<file path="config.mk">
export PLATFORM = sky130hd
export DESIGN_NAME = dsp_fir_engine_flat
export DESIGN_NICKNAME = d
export VERILOG_FILES = /design/src/rtl/dsp_fir_if.sv /design/src/rtl/dsp_fir_engine.sv /design/src/flat_wrapper.sv
export SDC_FILE = /design/constraint.sdc
export NUM_CORES = 2
export LEC_CHECK = 0
export ABC_AREA = 1
export CORE_AREA = 2 2 440 442
export DETAILED_ROUTE_END_ITERATION = 10
export DIE_AREA = 0 0 442 444
export PLACE_DENSITY_LB_ADDON = 0.2
export SETUP_SLACK_MARGIN = 0.15
export SLEW_MARGIN = 15
export SYNTH_ARGS = -nofsm -noshare
export SYNTH_HDL_FRONTEND = slang
export SYNTH_SLANG_ARGS = --single-unit
export TNS_END_PERCENT = 1
</file>
<file path="constraint.sdc">
create_clock -name clk -period 8.7 [get_ports clk]
set_clock_uncertainty 0.05 [all_clocks]
set_input_delay 1.74 -clock clk [delete_from_list [all_inputs] [get_ports clk]]
set_output_delay 1.74 -clock clk [all_outputs]
set_load 0.05 [all_outputs]
</file>
<file path="src/rtl/dsp_fir_if.sv">
`default_nettype none
// ============================================================================
//  Module   : dsp_fir_if
//  Purpose  : Sample-stream bundle of the stereo FIR stage: the incoming
//             sample pair with its tick strobe, and the filtered pair with
//             its valid pulse.
//  Revision : 1.0  initial release
// ============================================================================
interface dsp_fir_if #(
    parameter int DATA_W = 24
);
    logic              tick_in;
    logic [DATA_W-1:0] audio0_in;
    logic [DATA_W-1:0] audio1_in;
    logic [DATA_W-1:0] audio0_out;
    logic [DATA_W-1:0] audio1_out;
    logic              valid_out;

    // Upstream side: drives samples, receives filtered results
    modport master (
        output tick_in, audio0_in, audio1_in,
        input  audio0_out, audio1_out, valid_out
    );

    // Filter side
    modport slave (
        input  tick_in, audio0_in, audio1_in,
        output audio0_out, audio1_out, valid_out
    );
endinterface : dsp_fir_if
`default_nettype wire

</file>
<file path="src/rtl/dsp_fir_engine.sv">
`default_nettype none
// ============================================================================
//  Module   : dsp_fir_engine
//  Purpose  : Stereo FIR stage. Per accepted tick, one FILTER_TAPS-tap FIR
//             per channel using a single time-shared multiplier; Q1.31
//             coefficients from a 4-filter register file (2 banks x L/R).
//  Options  : DSP_SATURATION_EN - clip results to the DATA_W signed range
//             instead of two's-complement wrap.
//  Revision : 1.0  initial release
// ============================================================================
module dsp_fir_engine #(
    parameter int FILTER_TAPS          = 8,
    parameter int DATA_W               = 24,
    parameter int COEFF_W              = 32,
    parameter int DSP_UNIT_MAX_LATENCY = 64
) (
    input  wire logic                                      clk,
    input  wire logic                                      rst_n,
    dsp_fir_if.slave                                       fir,
    input  wire logic [4*FILTER_TAPS-1:0][COEFF_W-1:0]     dsp_regs_in,
    input  wire logic                                      filter_en_in,
    input  wire logic                                      bank_sel_in,
    input  wire logic                                      clr_in,
    output logic                                           busy_out,
    output logic                                           overrun_out
);

    localparam int c_PTR_W  = $clog2(FILTER_TAPS);
    localparam int c_CIDX_W = $clog2(4*FILTER_TAPS);
    localparam int c_PROD_W = DATA_W + COEFF_W;
    localparam int c_ACC_W  = c_PROD_W + $clog2(FILTER_TAPS);
    localparam int c_FRAC   = COEFF_W - 1;
    localparam logic [c_PTR_W-1:0] c_K_LAST = c_PTR_W'(FILTER_TAPS - 1);

    localparam logic [2:0] c_S_IDLE    = 3'd0;
    localparam logic [2:0] c_S_LOAD    = 3'd1;
    localparam logic [2:0] c_S_MAC_L   = 3'd2;
    localparam logic [2:0] c_S_STORE_L = 3'd3;
    localparam logic [2:0] c_S_MAC_R   = 3'd4;
    localparam logic [2:0] c_S_STORE_R = 3'd5;
    localparam logic [2:0] c_S_BYPASS  = 3'd6;

    // Elaboration-time sanity checks
    if (FILTER_TAPS < 2) begin : g_taps_check
        $error("dsp_fir_engine: FILTER_TAPS must be at least 2");
    end
    if (2*FILTER_TAPS + 3 > DSP_UNIT_MAX_LATENCY) begin : g_latency_check
        $error("dsp_fir_engine: FIR latency exceeds DSP_UNIT_MAX_LATENCY");
    end

    logic [2:0]                r_state;
    logic [2:0]                w_next;
    logic                      w_accept;
    logic                      w_mac;
    logic                      w_ch;

    logic signed [DATA_W-1:0]  r_samp0;
    logic signed [DATA_W-1:0]  r_samp1;
    logic                      r_bank;
    logic signed [DATA_W-1:0]  r_dl0 [FILTER_TAPS];
    logic signed [DATA_W-1:0]  r_dl1 [FILTER_TAPS];
    logic [c_PTR_W-1:0]        r_wptr;
    logic [c_PTR_W-1:0]        r_base;
    logic [c_PTR_W-1:0]        r_k;

    logic [c_PTR_W-1:0]        w_didx;
    logic [c_CIDX_W-1:0]       w_cidx;
    logic signed [DATA_W-1:0]  w_x;
    logic signed [COEFF_W-1:0] w_coef;
    logic signed [c_PROD_W-1:0] w_prod;
    logic signed [c_ACC_W-1:0] r_acc;
    logic [DATA_W-1:0]         w_result;
    logic [DATA_W-1:0]         r_res0;

    logic [DATA_W-1:0]         r_out0;
    logic [DATA_W-1:0]         r_out1;
    logic                      r_valid;

    // State register
    always_ff @(posedge clk or negedge rst_n) begin
        if (!rst_n) r_state <= c_S_IDLE;
        else        r_state <= w_next;
    end

    // Next-state logic; a clear always returns the engine to idle
    always_comb begin
        w_next = r_state;
        if (clr_in) begin
            w_next = c_S_IDLE;
        end else begin
            case (r_state)
                c_S_IDLE:    if (fir.tick_in) w_next = filter_en_in ? c_S_LOAD : c_S_BYPASS;
                c_S_LOAD:    w_next = c_S_MAC_L;
                c_S_MAC_L:   if (r_k == c_K_LAST) w_next = c_S_STORE_L;
                c_S_STORE_L: w_next = c_S_MAC_R;
                c_S_MAC_R:   if (r_k == c_K_LAST) w_next = c_S_STORE_R;
                c_S_STORE_R: w_next = c_S_IDLE;
                c_S_BYPASS:  w_next = c_S_IDLE;
                default:     w_next = c_S_IDLE;
            endcase
        end
    end

    // State-decoded controls and status outputs
    always_comb begin
        busy_out    = (r_state != c_S_IDLE);
        w_accept    = (r_state == c_S_IDLE) && fir.tick_in && !clr_in;
        overrun_out = (r_state != c_S_IDLE) && fir.tick_in && !clr_in;
        w_mac       = (r_state == c_S_MAC_L) || (r_state == c_S_MAC_R);
        w_ch        = (r_state == c_S_MAC_R);
    end

    // Capture the sample pair and the bank choice on an accepted tick
    always_ff @(posedge clk or negedge rst_n) begin
        if (!rst_n) begin
            r_samp0 <= '0;
            r_samp1 <= '0;
            r_bank  <= 1'b0;
        end else if (w_accept) begin
            r_samp0 <= fir.audio0_in;
            r_samp1 <= fir.audio1_in;
            r_bank  <= bank_sel_in;
        end
    end

    // Circular delay lines: new sample lands at the write pointer as x[n]
    always_ff @(posedge clk or negedge rst_n) begin
        if (!rst_n) begin
            for (int i = 0; i < FILTER_TAPS; i++) begin
                r_dl0[i] <= '0;
                r_dl1[i] <= '0;
            end
            r_wptr <= '0;
            r_base <= '0;
        end else if (clr_in) begin
            for (int i = 0; i < FILTER_TAPS; i++) begin
                r_dl0[i] <= '0;
                r_dl1[i] <= '0;
            end
            r_wptr <= '0;
            r_base <= '0;
        end else if (r_state == c_S_LOAD || r_state == c_S_BYPASS) begin
            r_dl0[r_wptr] <= r_samp0;
            r_dl1[r_wptr] <= r_samp1;
            r_base        <= r_wptr;
            r_wptr        <= (r_wptr == c_K_LAST) ? '0 : r_wptr + 1'b1;
        end
    end

    // Tap counter, restarting for each channel pass
    always_ff @(posedge clk or negedge rst_n) begin
        if (!rst_n)                                r_k <= '0;
        else if (!clr_in && w_mac && r_k != c_K_LAST) r_k <= r_k + 1'b1;
        else                                       r_k <= '0;
    end

    // Shared multiplier operand selection: x[n-k] and coefficient of filter 2*bank+ch
    always_comb begin
        w_didx = (r_base >= r_k) ? (r_base - r_k)
                                 : (r_base + c_PTR_W'(FILTER_TAPS) - r_k);
        w_cidx = c_CIDX_W'({r_bank, w_ch}) * c_CIDX_W'(FILTER_TAPS) + c_CIDX_W'(r_k);
        w_x    = w_ch ? r_dl1[w_didx] : r_dl0[w_didx];
        w_coef = dsp_regs_in[w_cidx];
        w_prod = c_PROD_W'(w_x) * c_PROD_W'(w_coef);
    end

`ifdef DSP_SATURATION_EN
    localparam logic signed [c_ACC_W-1:0] c_SAT_MAX = c_ACC_W'((64'sd1 <<< (DATA_W-1)) - 64'sd1);
    localparam logic signed [c_ACC_W-1:0] c_SAT_MIN = ~c_SAT_MAX;
    logic signed [c_ACC_W-1:0] w_shift;

    // Floor-shift back to sample scale and clip to the signed sample range
    always_comb begin
        w_shift = r_acc >>> c_FRAC;
        if (w_shift > c_SAT_MAX)      w_result = c_SAT_MAX[DATA_W-1:0];
        else if (w_shift < c_SAT_MIN) w_result = c_SAT_MIN[DATA_W-1:0];
        else                          w_result = w_shift[DATA_W-1:0];
    end
`else
    // Floor-shift back to sample scale and keep the low bits (wraps)
    always_comb begin
        w_result = r_acc[c_FRAC +: DATA_W];
    end
`endif

    // Accumulator: cleared before each channel pass, one product per MAC cycle
    always_ff @(posedge clk or negedge rst_n) begin
        if (!rst_n) begin
            r_acc  <= '0;
            r_res0 <= '0;
        end else if (r_state == c_S_LOAD) begin
            r_acc  <= '0;
        end else if (r_state == c_S_STORE_L) begin
            r_res0 <= w_result;
            r_acc  <= '0;
        end else if (w_mac) begin
            r_acc  <= r_acc + c_ACC_W'(w_prod);
        end
    end

    // Output registers: updated only on completion, held otherwise
    always_ff @(posedge clk or negedge rst_n) begin
        if (!rst_n) begin
            r_out0  <= '0;
            r_out1  <= '0;
            r_valid <= 1'b0;
        end else begin
            r_valid <= 1'b0;
            if (!clr_in && r_state == c_S_STORE_R) begin
                r_out0  <= r_res0;
                r_out1  <= w_result;
                r_valid <= 1'b1;
            end else if (!clr_in && r_state == c_S_BYPASS) begin
                r_out0  <= r_samp0;
                r_out1  <= r_samp1;
                r_valid <= 1'b1;
            end
        end
    end

    assign fir.audio0_out = r_out0;
    assign fir.audio1_out = r_out1;
    assign fir.valid_out  = r_valid;

endmodule : dsp_fir_engine
`default_nettype wire

</file>
<file path="src/flat_wrapper.sv">
// flat-port wrapper written by rule: the top's interface ports become plain ports
module dsp_fir_engine_flat 
#(
    parameter int FILTER_TAPS          = 8,
    parameter int DATA_W               = 24,
    parameter int COEFF_W              = 32,
    parameter int DSP_UNIT_MAX_LATENCY = 64
)
  (clk, rst_n, dsp_regs_in, filter_en_in, bank_sel_in, clr_in, busy_out, overrun_out, fir_tick_in, fir_audio0_in, fir_audio1_in, fir_audio0_out, fir_audio1_out, fir_valid_out);
  dsp_fir_if #(.DATA_W(DATA_W)) fir_i ();
  input  wire logic clk;
  input  wire logic rst_n;
  input  wire logic [4*FILTER_TAPS-1:0][COEFF_W-1:0] dsp_regs_in;
  input  wire logic filter_en_in;
  input  wire logic bank_sel_in;
  input  wire logic clr_in;
  output logic busy_out;
  output logic overrun_out;
  input wire logic [$bits(fir_i.tick_in)-1:0] fir_tick_in;
  input wire logic [$bits(fir_i.audio0_in)-1:0] fir_audio0_in;
  input wire logic [$bits(fir_i.audio1_in)-1:0] fir_audio1_in;
  output wire logic [$bits(fir_i.audio0_out)-1:0] fir_audio0_out;
  output wire logic [$bits(fir_i.audio1_out)-1:0] fir_audio1_out;
  output wire logic [$bits(fir_i.valid_out)-1:0] fir_valid_out;
  assign fir_i.tick_in = fir_tick_in;
  assign fir_i.audio0_in = fir_audio0_in;
  assign fir_i.audio1_in = fir_audio1_in;
  assign fir_audio0_out = fir_i.audio0_out;
  assign fir_audio1_out = fir_i.audio1_out;
  assign fir_valid_out = fir_i.valid_out;
  dsp_fir_engine #(.FILTER_TAPS(FILTER_TAPS), .DATA_W(DATA_W), .COEFF_W(COEFF_W), .DSP_UNIT_MAX_LATENCY(DSP_UNIT_MAX_LATENCY)) u_core (.clk(clk), .rst_n(rst_n), .fir(fir_i), .dsp_regs_in(dsp_regs_in), .filter_en_in(filter_en_in), .bank_sel_in(bank_sel_in), .clr_in(clr_in), .busy_out(busy_out), .overrun_out(overrun_out));
endmodule
</file>
# ---- After elaboration in Yosys (flattened, before gate mapping)
# Index checks and enable logic that the tools add are counted.
dict set report totals {
  reg_bits 577
  elab_cells 110
}
dict set report op_classes {
  reduce_logical 19
  n_eq_ne 12
  n_addsub 5
  n_bitwise 3
  muxes 38
  n_mul 1
  n_lt_le_gt_ge 4
}
# cell n
set ops {}
lappend ops {{2-to-1 mux 192 bit} 4}
lappend ops {{bitwise mux 192 bit} 2}
lappend ops {{2-to-1 mux 24 bit} 10}
lappend ops {{2-to-1 mux 59 bit} 3}
lappend ops {{binary-select mux 32 bit (select 5 bit)} 1}
lappend ops {{binary-select mux 24 bit (select 3 bit)} 2}
lappend ops {{demux 24 bit (select 3 bit)} 1}
lappend ops {{adder 59 x 56 -> 59 bit} 1}
lappend ops {{multiplier 24 x 32 -> 56 bit} 1}
lappend ops {{2-to-1 mux 3 bit} 11}
lappend ops {{2-to-1 mux 32 bit} 1}
lappend ops {{== test 3 bit, second input constant} 5}
lappend ops {{one-hot mux 3 bit (5 select lines)} 1}
lappend ops {{logical AND 1 bit} 9}
lappend ops {{!= test 3 bit, second input constant} 3}
lappend ops {{>= comparator 4 bit, second input constant} 2}
lappend ops {{NOT 3 -> 4 bit} 2}
lappend ops {{adder 3 x 1 -> 3 bit, second input constant} 2}
lappend ops {{== test 3 x 2 -> 1 bit, second input constant} 2}
lappend ops {{less-than comparator 5 x 6 -> 1 bit, second input constant} 1}
lappend ops {{nonzero test 3 bit} 2}
lappend ops {{adder 5 x 3 -> 5 bit} 1}
lappend ops {{less-than comparator 4 x 1 -> 1 bit, second input constant} 1}
lappend ops {{nonzero test 2 bit} 2}
lappend ops {{10 further kinds} 12}

# ---- Logic depth before layout (Yosys ltp)
dict set report depth {
  depth_word 11
  depth_mapped 45
}

# ---- Least setup slack after synthesis
# Ideal clock, no wire load.
dict set report synth_timing {
  path_kind {register to register}
  start {register u_core.r_k[1]}
  end {register u_core.r_acc[48]}
  t_required_ns 8.520
  synth_period_minus_slack_ns 8.471
  setup_time_ns 0.130
  path_slack_ns 0.229
  path_buffers 5
  arrival_ns 8.291
  stages_incl_launch_ff 38
  cell_sequence {dfrtp_1 > inv_2 > clkbuf_1 > clkbuf_1 > fa_1 > inv_2 > buf_2 > buf_1 > a21oi_1 > o21ai_0 > nand3_1 > nand3_1 > nand2_1 > inv_1 > buf_2 > nand2_1 > fa_1 > inv_1 > (+2 left out) > fa_1 > fa_1 > fa_1 > inv_1 > fa_1 > inv_1 > ha_1 > nand2_1 > nor2_1 > inv_1 > nor2_1 > nand2_1 > nor3b_1 > nand2_1 > nand3_1 > a21oi_1 > o21ai_0 > o21ai_0}
}
dict set report synth_between {
  elab_chain_cells 11
}
# item line_no
set synth_lines {}
lappend synth_lines {{from (decl)} dsp_fir_engine.sv:64} ;# logic [c_PTR_W-1:0] r_k;
lappend synth_lines {{from (signal assigned)} dsp_fir_engine.sv:153} ;# else if (!clr_in && w_mac && r_k != c_K_LAST) r_k <= r_k + 1'b1;
lappend synth_lines {{branches (longest 6 deep; another with adder 5 x 3 -> 5 bit)} --}
lappend synth_lines {{multiplier 24 x 32 -> 56 bit (*)} dsp_fir_engine.sv:164} ;# w_prod = c_PROD_W'(w_x) * c_PROD_W'(w_coef);
lappend synth_lines {{adder 59 x 56 -> 59 bit (*)} dsp_fir_engine.sv:197} ;# r_acc <= r_acc + c_ACC_W'(w_prod);
lappend synth_lines {{2-to-1 mux 59 bit (*)} dsp_fir_engine.sv:196} ;# end else if (w_mac) begin
lappend synth_lines {{2-to-1 mux 59 bit (*)} dsp_fir_engine.sv:193} ;# end else if (r_state == c_S_STORE_L) begin
lappend synth_lines {{2-to-1 mux 59 bit (*)} dsp_fir_engine.sv:191} ;# end else if (r_state == c_S_LOAD) begin
lappend synth_lines {{to (signal assigned)} dsp_fir_engine.sv:197}
lappend synth_lines {{to (decl)} dsp_fir_engine.sv:71} ;# logic signed [c_ACC_W-1:0] r_acc;
# Mark *: on every way between the ends. The select of a mux whose other input is x is not followed.
# A chain may end at the register's enable or synchronous reset.

# ---- Final worst setup path
dict set report layout_timing {
  start {input port dsp_regs_in[754] in the netlist's numbering}
  end {register u_core.r_acc[33]}
}
dict set report layout_between {
  elab_chain_cells 7
}
# item line_no
set layout_lines {}
lappend layout_lines {{from (decl)} flat_wrapper.sv:13} ;# input wire logic [4*FILTER_TAPS-1:0][COEFF_W-1:0] dsp_regs_in;
lappend layout_lines {{binary-select mux 32 bit (select 5 bit)} dsp_fir_engine.sv:163} ;# w_coef = dsp_regs_in[w_cidx];
lappend layout_lines {{2-to-1 mux 32 bit (implied by the code)} dsp_fir_engine.sv:163}
lappend layout_lines {{multiplier 24 x 32 -> 56 bit} dsp_fir_engine.sv:164}
lappend layout_lines {{adder 59 x 56 -> 59 bit} dsp_fir_engine.sv:197}
lappend layout_lines {{2-to-1 mux 59 bit} dsp_fir_engine.sv:196}
lappend layout_lines {{2-to-1 mux 59 bit} dsp_fir_engine.sv:193}
lappend layout_lines {{2-to-1 mux 59 bit} dsp_fir_engine.sv:191}
# No other way between the ends. The select of a mux whose other input is x is not followed.

==> summary.md <==
| Metric | Value |
|---|---|
| Outcome | complete, but fails checks |
| Failing checks | negative setup slack |
| Unrepaired setup endpoints after global routing | yes |
| Initial DRC count | 6,818 |
| Final Hold Viols | 0 |
| Worst Path Max Fanout | 8 |
| Die Y | 444 um |
| Detail Route Antenna Nets | 0 |
| Placed Cells | 12,200 |
| Die width | 442 um |
| Initial Utilization | 0.329 |
| # IOs | 1,129 |
| Final Wtd Congestion | 1.03 |
| Reg2reg end | u_core.r_acc[33] |
| Final period util | 1.02 |
| Overall routing resource usage | 0.347 |
| Share of layout cells above drive strength 1 | 0.153 |
| Via count | 65,900 |
| Max capacitance violation total | 0 |
| Hold Path End | u_core.r_dl1[21] |
| Pre-antenna DRT Iters | 6 |
| Port Buffers | 1,128 |
| R2R Setup Slk | -70 ps |
| Root Buffer Master | clkbuf_16 |
| Fin cells | 12,400 |
| Post-Syn Area per Cell | 7.73 sq um |
| Longest Clk Path Bufs | 3 |
| Hold WC Path Type | reg -> reg |
| Fraction of registers with async set/reset | 1.00 |
| Global-route wire length before repair | 491 mm |
| Post-DR wirelength/cell | 28.0 um |
| CTS sink cnt | 573 |
| Number of flops mapped to enable cells by yosys | 0 |
| CTS Buf Count | 66 |
| Minimum clock period | 8840 ps |
| CTS tree | built |
| Hold Startpoint | u_core.r_dl1[21] |
| Final Core Density | 0.461 |
| Detailed-placement wirelength estimate | 281 mm |
| Antenna violations before repair | 48 |
| Rel. slew slack | 0.215 |
| Vias per cell | 5.32 |
| Crit path max-delay cell type | fa_2 |
| CP Data Required Time | 9130 ps |
| Site Rows | 161 |
| Synth cell types | 49 |
| # DRC | 0 |
| Worst hold slack | 432 ps |
| Setup CP Type | in -> reg |
| Slew Limit Fails | 0 |
| Pin count of the biggest net entering global routing | 155 |
| Synth Instances | 8,164 |
| Synth Warn # | 0 |
| Vias in the first global route | 67,000 |
| Sequential share of the synthesized area | 0.227 |
| Mapped Area | 0.0631 sq mm |
| Most common flop cell mapped by yosys | dfrtp_1 |
| Reg clk slew, reported paths | 70 ps |
| Number of synthesized register bits | 573 |
| CP max stage delay | 610 ps |
| Least-Margin Pin Slew | 1170 ps |
| # setup viols final | 22 |
| Fin nets | 11,900 |
| Crit. End Element | flip-flop |
| Reg2Reg Launch Point | u_core.r_k[0] |
| R2R cell count | 36 |
| Core ar. | 0.192 sq mm |
| Grt total ovfl | 0 |
| Area of the multi-input gates | 0.0428 sq mm |
| Crit path arrival time | 9270 ps |
| Syn nets | 10,200 |
| Die area | 0.196 sq mm |
| H-tree depth | 3 |
| Reg area | 0.0144 sq mm |
| Hold depth | 2 |
| Routed wire length | 346 mm |
| Setup crit start kind | input port |
| Skew-Pair Late Insertion Delay | 630 ps |
| Syn-to-layout area delta | 39.9% |
| Max Clk Rate | 0.113 GHz |
| CTS Hold Bufs | 0 |
| Fill count | 19,000 |
| Cell mode on critical path | fa_1 |
| Final setup margin | -141 ps |
[how the worst max path moves through the flow]
stage / start / slack (ps) / end
after floorplan: u_core.r_k[1] / 230 / u_core.r_acc[48]
after global placement: dsp_regs_in[446] / -1630 / u_core.r_acc[44]
after detailed placement: dsp_regs_in[446] / -1590 / u_core.r_acc[44]
after CTS: dsp_regs_in[87] / -100 / u_core.r_acc[48]
after global routing: u_core.r_k[0] / -390 / u_core.r_acc[43]
final: dsp_regs_in[754] / -140 / u_core.r_acc[33]
[kinds of logic after synthesis]
kind of cell / share of synthesized area
simple gates: 0.178
flops: 0.227
mux: 0.00857
xor+xnor: 0.00153
compound gates: 0.167
buf+inv: 0.120
fa+ha+maj: 0.298
[synthesized netlist by cell type (41+ instances only)]
cell type | count | area, sq um
a21oi_1 | 294 | 1470
buf_2 | 173 | 866
clkbuf_1 | 245 | 920
dfrtp_1 | 573 | 14300
fa_1 | 827 | 16600
ha_1 | 177 | 2210
inv_1 | 1299 | 4880
inv_2 | 41 | 154
mux2_2 | 48 | 541
nand2_1 | 1488 | 5590
nand3_1 | 387 | 1940
nor2_1 | 869 | 3260
o21ai_0 | 906 | 4530
o21ai_1 | 61 | 305
o221ai_1 | 55 | 482
o22ai_1 | 397 | 2480
[area by class of cell]
cell class | count | area share
Clock buffer | 98 | 0.0217
Timing Repair Buffer | 2057 | 0.233
Inverter | 1349 | 0.0587
Antenna cell | 24 | 0.000680
Clock inverter | 19 | 0.00271
Multi-Input combinational cell | 5726 | 0.485
Tap cell | 2526 | 0.0358
Sequential cell | 573 | 0.163
[routing by layer]
layer,wire (um),vias up,global-route usage
met5,184,-,0
met4,20700,28,0.178
met3,27200,592,0.0676
met2,157000,3016,0.550
met1,141000,33000,0.449
li1,-,29200,-
[registers in the layout (all words and copies together), names as in the netlist]
signal                 cells
u_core.r_dl0             192
u_core.r_res0             24
u_core.r_k                 3
u_core.r_bank              1
u_core.fir.valid_out       1
u_core.r_state             3
u_core.fir.audio1_out     24
u_core.r_acc              55
u_core.r_base              3
u_core.r_dl1             192
u_core.r_samp1            24
u_core.r_samp0            24
u_core.fir.audio0_out     24
u_core.r_wptr              3
[cell usage in the layout (no fill, tap or decap), drive strengths merged, types with 23 or more instances in the layout]
cell           netlist  layout
nand2             1508    1508
inv               1342    1343
clkdlybuf4s50        0    1120
o21ai              994     994
buf                269     927
nor2               870     870
fa                 827     827
dfrtp              573     573
o22ai              397     397
nand3              387     387
a21oi              294     294
ha                 177     177
clkbuf             247     100
o221ai              55      55
mux2                48      48
o211ai              31      31
a32o                31      31
diode                0      24
nor3                23      23
[per-stage QoR]
stage               area, sq um  setup WS [ps]  setup TNS (ps)
floorplan                 63100            229               0
global placement          83900          -1630          -54050
detailed placement        83900          -1590          -52900
CTS                       87400          -99.2           -1230
global route              88200           -386           -9470
finish                    88300           -141           -1640
[worst max-delay path: cells and delay by family]
family,cells,cell delay [ps]
fa+ha+maj,8,3880
buf+inv,11,1600
compound gates,9,1570
simple gates,5,450
[timing repair]
| action | 4_1_cts | 5_1_grt |
|---|---|---|
| buffers inserted | 22 | 7 |
| pin swaps | 56 | 43 |
| resized for setup | 302 | 180 |
| setup endpoints to repair | 42 | 42 |
| cloned | 4 | 2 |
Power is left out: the tool's default activity adds up to more than one toggle a clock period on the data nets, which glitch-free logic cannot reach.
